### src/rtl/fp_writeback_arbiter.sv
// fp_writeback_arbiter: FP regfile write-port arbiter with long-result FIFO and pending scoreboard (option FP_WB_BYPASS_EN)
module fp_writeback_arbiter #(
  parameter int FIFO_DEPTH = 4,
  parameter int DATA_W     = 32,
  parameter int REG_AW     = 5
) (
  input  logic                          iCLK,
  input  logic                          iRST_N,
  input  logic                          iPipeWrite,
  input  logic [REG_AW-1:0]             iPipeReg,
  input  logic [DATA_W-1:0]             iPipeData,
  input  logic                          iLongValid,
  input  logic [REG_AW-1:0]             iLongReg,
  input  logic [DATA_W-1:0]             iLongData,
  output logic                          oLongReady,
  input  logic                          iIssueLong,
  input  logic [REG_AW-1:0]             iIssueReg,
  input  logic [REG_AW-1:0]             iCheckReg1,
  input  logic [REG_AW-1:0]             iCheckReg2,
  input  logic [REG_AW-1:0]             iCheckRegD,
  output logic                          oHazard,
  output logic                          oRegWrite,
  output logic [REG_AW-1:0]             oWriteRegister,
  output logic [DATA_W-1:0]             oWriteData,
  output logic [$clog2(FIFO_DEPTH):0]   oFifoCount
);
  localparam int PW = $clog2(FIFO_DEPTH);
  localparam int EW = REG_AW + DATA_W;
  localparam int NR = 1 << REG_AW;
  localparam logic [PW:0] FULL = FIFO_DEPTH[PW:0];
  typedef logic [EW-1:0] entry_t;
  entry_t            mem_q [FIFO_DEPTH];
  entry_t            mem_d [FIFO_DEPTH];
  logic [PW-1:0]     wr_ptr_q, wr_ptr_d, rd_ptr_q, rd_ptr_d;
  logic [PW:0]       count_q, count_d;
  logic [NR-1:0]     pending_q, pending_d;
  logic              rdy_q;
  logic              reg_write_q, reg_write_d;
  logic [REG_AW-1:0] write_reg_q, write_reg_d;
  logic [DATA_W-1:0] write_data_q, write_data_d;
  logic              empty, accept, byp, enq, deq;
  logic [REG_AW-1:0] head_reg;
  logic [DATA_W-1:0] head_data;
  assign empty      = count_q == '0;
  // rdy_q keeps ready low until the first edge after reset release
  assign oLongReady = rdy_q & (count_q != FULL);
  assign head_reg   = mem_q[rd_ptr_q][EW-1:DATA_W];
  assign head_data  = mem_q[rd_ptr_q][DATA_W-1:0];
  assign oHazard    = pending_q[iCheckReg1] | pending_q[iCheckReg2] | pending_q[iCheckRegD];
  assign oRegWrite      = reg_write_q;
  assign oWriteRegister = write_reg_q;
  assign oWriteData     = write_data_q;
  assign oFifoCount     = count_q;
  // Arbitration, FIFO pointer/count update and scoreboard next state (issue set beats dequeue clear)
  always_comb begin
    accept = iLongValid & oLongReady;
`ifdef FP_WB_BYPASS_EN
    byp = accept & ~iPipeWrite & empty;
`else
    byp = 1'b0;
`endif
    enq = accept & ~byp;
    deq = ~iPipeWrite & ~empty;
    mem_d     = mem_q;
    wr_ptr_d  = enq ? wr_ptr_q + 1'b1 : wr_ptr_q;
    rd_ptr_d  = deq ? rd_ptr_q + 1'b1 : rd_ptr_q;
    count_d   = count_q + {{PW{1'b0}}, enq} - {{PW{1'b0}}, deq};
    pending_d = pending_q;
    if (enq) mem_d[wr_ptr_q] = {iLongReg, iLongData};
    if (deq) pending_d[head_reg] = 1'b0;
    if (byp) pending_d[iLongReg] = 1'b0;
    if (iIssueLong) pending_d[iIssueReg] = 1'b1;
    reg_write_d  = iPipeWrite | deq | byp;
    write_reg_d  = iPipeWrite ? iPipeReg  : deq ? head_reg  : byp ? iLongReg  : write_reg_q;
    write_data_d = iPipeWrite ? iPipeData : deq ? head_data : byp ? iLongData : write_data_q;
  end
  // State registers; reset discards buffered results and pending marks
  always_ff @(posedge iCLK or negedge iRST_N) begin
    if (!iRST_N) begin
      mem_q        <= '{default: '0};
      wr_ptr_q     <= '0;
      rd_ptr_q     <= '0;
      count_q      <= '0;
      pending_q    <= '0;
      rdy_q        <= 1'b0;
      reg_write_q  <= 1'b0;
      write_reg_q  <= '0;
      write_data_q <= '0;
    end else begin
      mem_q        <= mem_d;
      wr_ptr_q     <= wr_ptr_d;
      rd_ptr_q     <= rd_ptr_d;
      count_q      <= count_d;
      pending_q    <= pending_d;
      rdy_q        <= 1'b1;
      reg_write_q  <= reg_write_d;
      write_reg_q  <= write_reg_d;
      write_data_q <= write_data_d;
    end
  end
endmodule

### config.mk
export PLATFORM = sky130hd
export DESIGN_NAME = fp_writeback_arbiter
export DESIGN_NICKNAME = d
export VERILOG_FILES = /design/src/rtl/fp_writeback_arbiter.sv
export SDC_FILE = /design/constraint.sdc
export NUM_CORES = 1
export LEC_CHECK = 0
export ABC_AREA = 0
export CORE_ASPECT_RATIO = 0.7
export CORE_MARGIN = 2
export CORE_UTILIZATION = 30
export CTS_BUF_LIST = sky130_fd_sc_hd__clkbuf_8
export DETAILED_ROUTE_END_ITERATION = 10
export GPL_TIMING_DRIVEN = 0
export HOLD_SLACK_MARGIN = 0.08
export PLACE_DENSITY_LB_ADDON = 0.3
export SLEW_MARGIN = 20
export SYNTH_ARGS = -nofsm -noshare
export SYNTH_HDL_FRONTEND = slang
export SYNTH_SLANG_ARGS = --single-unit
### constraint.sdc
create_clock -name iCLK -period 3 [get_ports iCLK]
set_input_delay 0.45 -clock iCLK [delete_from_list [all_inputs] [get_ports iCLK]]
set_output_delay 0.45 -clock iCLK [all_outputs]
set_load 0.02 [all_outputs]
; Word level (Yosys, flattened, before mapping)
; Index checks and enable logic that the tools add are counted.
[op_classes]
addsub = 4
mux = 22
bitwise_logic = 13
reduce_logical = 5
n_lt_le_gt_ge = 10
eq_ne = 1
[ops]
columns = operator, count
row1 = 148-bit bitwise mux, 1
row2 = 32-bit two-way mux, 4
row3 = 37-bit two-way mux, 3
row4 = 37-bit binary-select mux with 2-bit select, 1
row5 = 37-bit demux with 2-bit select, 1
row6 = 32-bit AND, 1
row7 = 32-bit inverter, 1
row8 = 32-bit OR, 1
row9 = "5-bit by 6-bit less-than comparator with 1-bit output, second input constant", 5
row10 = 1-bit binary-select mux with 5-bit select, 3
row11 = 1-bit demux with 5-bit select, 2
row12 = "5-bit by 1-bit >= comparator with 1-bit output, second input constant", 2
row13 = 5-bit two-way mux, 2
row14 = "3-bit >= comparator, second input constant", 2
row15 = 2-bit inverter with 3-bit output, 2
row16 = 1-bit two-way mux, 5
row17 = "2-bit by 1-bit adder with 2-bit output, second input constant", 2
row18 = 3-bit by 1-bit adder with 3-bit output, 1
row19 = 1-bit AND, 3
row20 = 1-bit logical AND, 3
row21 = 3-bit logical NOT, 1
row22 = "3-bit by 1-bit less-than comparator with 1-bit output, second input constant", 1
row23 = "3-bit inequality test, second input constant", 1
row24 = 1-bit OR, 3
row25 = other kinds (3), 4
[totals]
reg_bits = 226
input_bits = 99
wordCells = 67

; Logic depth before layout (Yosys ltp)
[depth]
word_depth = 13
mapped_depth = 12

; Worst setup path after synthesis
; OpenSTA, ideal clock, no wires.
[synth_path]
path_kind = flip-flop to flip-flop
start = reg count_q[1], in the netlist oFifoCount[1]
end = reg count_q[2], in the netlist oFifoCount[2]
slack_ns = 0.164
path_stages_with_launch = 13
period_less_slack_ns = 2.836
t_required_ns = 2.869
setup_ns = 0.131
arrival_time_ns = 2.704
cell_sequence = dfrtp_1 -> nor2_1 -> a21boi_0 -> and2_1 -> buf_2 -> inv_1 -> ha_1 -> inv_1 -> ha_1 -> inv_1 -> fa_1 -> xnor2_1 -> xnor2_1
[synth_via]
elab_chain_cells = 5
word_cells_on_any_way = 8
cone_classes = 2 x add/sub / 1 x eq/ne / 4 x bitwise / 1 x reduce/logical
[synth_rtl]
columns = element, line
row1 = "start, declared", 35  ; logic [PW:0] count_q, count_d;
row2 = "start signal, assigned", 93  ; count_q <= count_d;
row3 = 3-bit inequality test, 46  ; assign oLongReady = rdy_q & (count_q != FULL);
row4 = 1-bit AND, 46
row5 = via oLongReady, 15  ; output logic oLongReady,
row6 = 1-bit AND, 56  ; accept = iLongValid & oLongReady;
row7 = 3-bit by 1-bit adder with 3-bit output, 67  ; count_d = count_q + {{PW{1'b0}}, enq} - {{PW{1'b0}}, deq};
row8 = 3-bit by 1-bit subtractor with 3-bit output, 67
row9 = via count_d[2], 35
; The timed path passes the listed nets, and every way through them passes these cells.
; A chain may end at the register's enable or synchronous reset.

; Worst setup path after layout
[layout_path]
start = in iCheckReg2[1]
end = out oHazard
[layout_via]
elab_chain_cells = 4
[layout_rtl]
columns = element, line
row1 = "start, declared", 19  ; input logic [REG_AW-1:0] iCheckReg2,
row2 = 1-bit binary-select mux with 5-bit select, 49  ; assign oHazard = pending_q[iCheckReg1] | pending_q[iCheckReg2] | pending_q[iCheckRegD];
row3 = 1-bit two-way mux (implied by the code), 49
row4 = 1-bit OR (2 in a row), 49
row5 = "end, declared", 21  ; output logic oHazard,
; No other way between the ends. The select of a mux whose other input is x is not followed.

==> results.json <==
{
  "status": "finished, violations left",
  "violations": "negative setup slack",
  "fp.dieArea_mm2": 0.0366,
  "ys.warnings.count": 0,
  "drv_cap": 0,
  "worst_pin_slew_ps": 862,
  "worst_hold_slack_ps": 461,
  "cts.sinks": 226,
  "r2r.worst_path.cells": 12,
  "ys_seq_elements": 226,
  "final_hold_viol_count": 0,
  "syn_to_final_growth_pct": 26.6,
  "ant_nets": 0,
  "rows": 57,
  "powerDensity_mw_per_mm2": 1020,
  "crit_start": "iCheckReg2[1]",
  "power.share.clock_pct": 19.2,
  "p_int_w": 0.00895,
  "dp_hpwl_mm": 19.0,
  "seq_area_frac_synth_pct": 53.7,
  "synth_enable_flop_cells": 0,
  "setup_viol": 1,
  "syn_nets": 855,
  "io_pins": 142,
  "muxShareOfSynthArea_pct": 32.3,
  "cp.arrival_ps": 2580,
  "grt_max_degree": 89,
  "seqPwrFrac_pct": 40.5,
  "finalCoreUtilization_pct": 38.5,
  "grt_pass1_vias": 7223,
  "r2r_setup_slack_ps": 350,
  "slew_violations": 0,
  "cts_tree": "built",
  "cts-root-buf": "clkbuf_8",
  "chipHeight_um": 161,
  "rsz0062_at_grt": "true",
  "slew_headroom_pct": 42.5,
  "place.gp.congestion": 0.782,
  "syn_avg_cell_area_um2": 14.0,
  "switching_share_pct": 34.0,
  "fin_crit_ps": 3030,
  "dr.first_iter.drc_count": 344,
  "synth-compound-area-share_pct": 5.87,
  "ctsHtreeMaxLevel": 2,
  "antenna_found_initial": 3,
  "dp_slack_ps": -541,
  "worstPathRequired_ps": 2550,
  "holdCritPathClass": "in -> async",
  "nNetsFinal": 1041,
  "cts_buffer_depth": 3,
  "drt_first_pass_iters": 6,
  "ys_types": 39,
  "viasPerCell": 4.87,
  "drive_above_1_share_pct": 30.7,
  "dieWidth_um": 228,
  "finalCritPeriodShare_pct": 101,
  "power_leakage_nw": 5.54,
  "grt-ovfl-total": 0,
  "r2r_end": "oFifoCount[2]$_DFF_PN0_",
  "synthAdderAreaFrac_pct": 0.904,
  "end_kind": "output port",
  "skew_ps": 28.5,
  "grt_pass1_wl_mm": 43.1,
  "initial_core_util_pct": 30.4,
  "path_class": "in -> out",
  "wirelength_mm": 27.7,
  "wl_per_cell_um": 19.3,
  "synth_async_sr_flop_share_pct": 100,
  "path_max_fanout": 10,
  "startpoint_type": "primary input",
  "drc": 0,
  "p_comb_share_pct": 40.3,
  "max_freq_ghz": 0.330,
  "r2r_start": "oFifoCount[1]$_DFF_PN0_",
  "cts-buffers-inserted": 39,
  "worst_slack_ps": -27.5,
  "core-area_mm2": 0.0346,
  "synth_top_family_by_area": "multiplexers",
  "dp.cells": 1357,
  "insertion_delay_ps": 520,
  "routed-via-count": 6988,
  "track_usage_pct": 15.1,
  "syn_area_mm2": 0.0105,
  "synthSimpleGateAreaFrac_pct": 4.54,
  "clkTransAtPathRegs_ps": 60,
  "syn_inst": 749,
  "ir_worst_vdd_mv": 0.408,
  "port_buffers": 133,
  "p_switching_w": 0.00460,
  "stdcell_count": 1436,
  "synth-xor-area-share_pct": 0.416,
  "synth-main-ff-cell": "dfrtp_1"
}
[what timing repair did]
action | 4_1_cts | 5_1_grt
hold buffers | 1 | 0
buffers inserted | 3 | 5
resized for setup | 6 | 3
endpoints found under the hold margin | 54 | 0
endpoints found under the setup margin | 1 | 2
[layer usage]
| metal | global-route usage [%] | up-vias | routed length (um) |
|---|---|---|---|
| met3 | 3.78 | 29 | 1650 |
| li1 | - | 3184 | - |
| met1 | 22.1 | 3598 | 13500 |
| met5 | 0 | - | 10 |
| met4 | 3.59 | 2 | 293 |
| met2 | 22.4 | 175 | 12300 |
[cells by family (layout without fill, tap and decap cells)]
family / count (synthesis) / count (layout)
multiplexers: 247 / 247
adder cells (fa/ha/maj): 7 / 7
flip-flops: 226 / 226
AND/OR/NAND/NOR: 95 / 95
buffers and inverters: 55 / 268
AO/OA/AOI/OAI: 113 / 113
other: 1 / 3
XOR/XNOR: 5 / 5
[layout make-up]
| class | count | area [um2] |
|---|---|---|
| Antenna cell | 2 | 5.00 |
| Inverter | 13 | 48.8 |
| Fill cell | 3319 | 21300 |
| Sequential cell | 226 | 5660 |
| Clock inverter | 23 | 98.8 |
| Timing Repair Buffer | 145 | 1470 |
| Tap cell | 472 | 591 |
| Buffer | 42 | 189 |
| Clock buffer | 45 | 619 |
| Multi-Input combinational cell | 468 | 4640 |
[state kept, by name, summed over array words and instances, names as in the netlist]
signal	flops
oWriteRegister	5
rdy_q	1
oRegWrite	1
oWriteData	32
pending_q	32
oFifoCount	3
wr_ptr_q	2
rd_ptr_q	2
mem_q	148
[cell usage in the layout, fill, tap and decap left out, types with 2 or more instances in the layout]
| master | count |
|---|---|
| a222oi_1 | 4 |
| buf_1 | 5 |
| buf_16 | 2 |
| buf_2 | 19 |
| buf_4 | 9 |
| buf_6 | 2 |
| clkbuf_1 | 17 |
| clkbuf_8 | 45 |
| clkdlybuf4s50_1 | 131 |
| clkinv_2 | 3 |
| dfrtp_1 | 226 |
| diode_2 | 2 |
| ha_1 | 6 |
| inv_1 | 31 |
| mux2_2 | 149 |
| mux2i_1 | 39 |
| mux4_2 | 59 |
| nand2_1 | 47 |
| nand2b_1 | 5 |
| nand3_1 | 5 |
| nand3b_1 | 9 |
| nand4_1 | 3 |
| nor2_1 | 8 |
| nor2b_1 | 3 |
| nor3_1 | 2 |
| nor3b_1 | 2 |
| o2111ai_1 | 3 |
| o211ai_1 | 2 |
| o21ai_0 | 98 |
| or3_1 | 3 |
| or3b_2 | 3 |
| xnor2_1 | 4 |
[cell usage after synthesis (2+ instances only)]
master     number  area, um2
a222oi_1        4       40.0
buf_1           5       18.8
buf_2          20        100
clkbuf_1       17       63.8
dfrtp_1       226       5660
ha_1            6       75.1
inv_1          13       48.8
mux2_2        149       1680
mux2i_1        39        390
mux4_2         59       1330
nand2_1        47        176
nand2b_1        5       31.3
nand3_1         5       25.0
nand3b_1        9       67.6
nand4_1         3       18.8
nor2_1          8       30.0
nor2b_1         3       18.8
nor3_1          2       10.0
nor3b_1         2       15.0
o2111ai_1       3       26.3
o211ai_1        2       15.0
o21ai_0        98        490
or3_1           3       18.8
or3b_2          3       26.3
xnor2_1         4       35.0
[metrics by stage]
step                      total power (W)  TNS (ps)  area (um2)
final                              0.0136     -27.5       13300
after global routing               0.0145      -158       13300
after CTS                          0.0136     -65.7       13300
after detailed placement           0.0109      -541       12500
after global placement             0.0108  -1937070       12400
after floorplan                   0.00892         0       10500
[power by group through the flow]
stage | logic, W | clock network (W) | registers, W
after floorplan | 0.00337 | 0 | 0.00555
after global placement | 0.00529 | 0 | 0.00550
after detailed placement | 0.00542 | 0 | 0.00553
after CTS | 0.00547 | 0.00270 | 0.00548
after global routing | 0.00592 | 0.00287 | 0.00567
final | 0.00546 | 0.00261 | 0.00549
[worst max-delay path by stage]
stage | end | slack, ps | cells after the start
CTS | oHazard | -70 | 6
detailed placement | oHazard | -540 | 8
floorplan | oFifoCount[2]$_DFF_PN0_ | 160 | 12
finish | oHazard | -30 | 8
global placement | oWriteData[10]$_DFFE_PN0P_ | -8560 | 1
global route | oHazard | -160 | 6
[worst max-delay path, stage by stage]
cell             delay (ps)
clkdlybuf4s50_1         530
buf_6                   190
mux4_2                  510
nand2b_1                150
o2111ai_1               110
nand4_1                 130
or3_1                   370
buf_6                   140
Power figures use the tool's default switching activity.
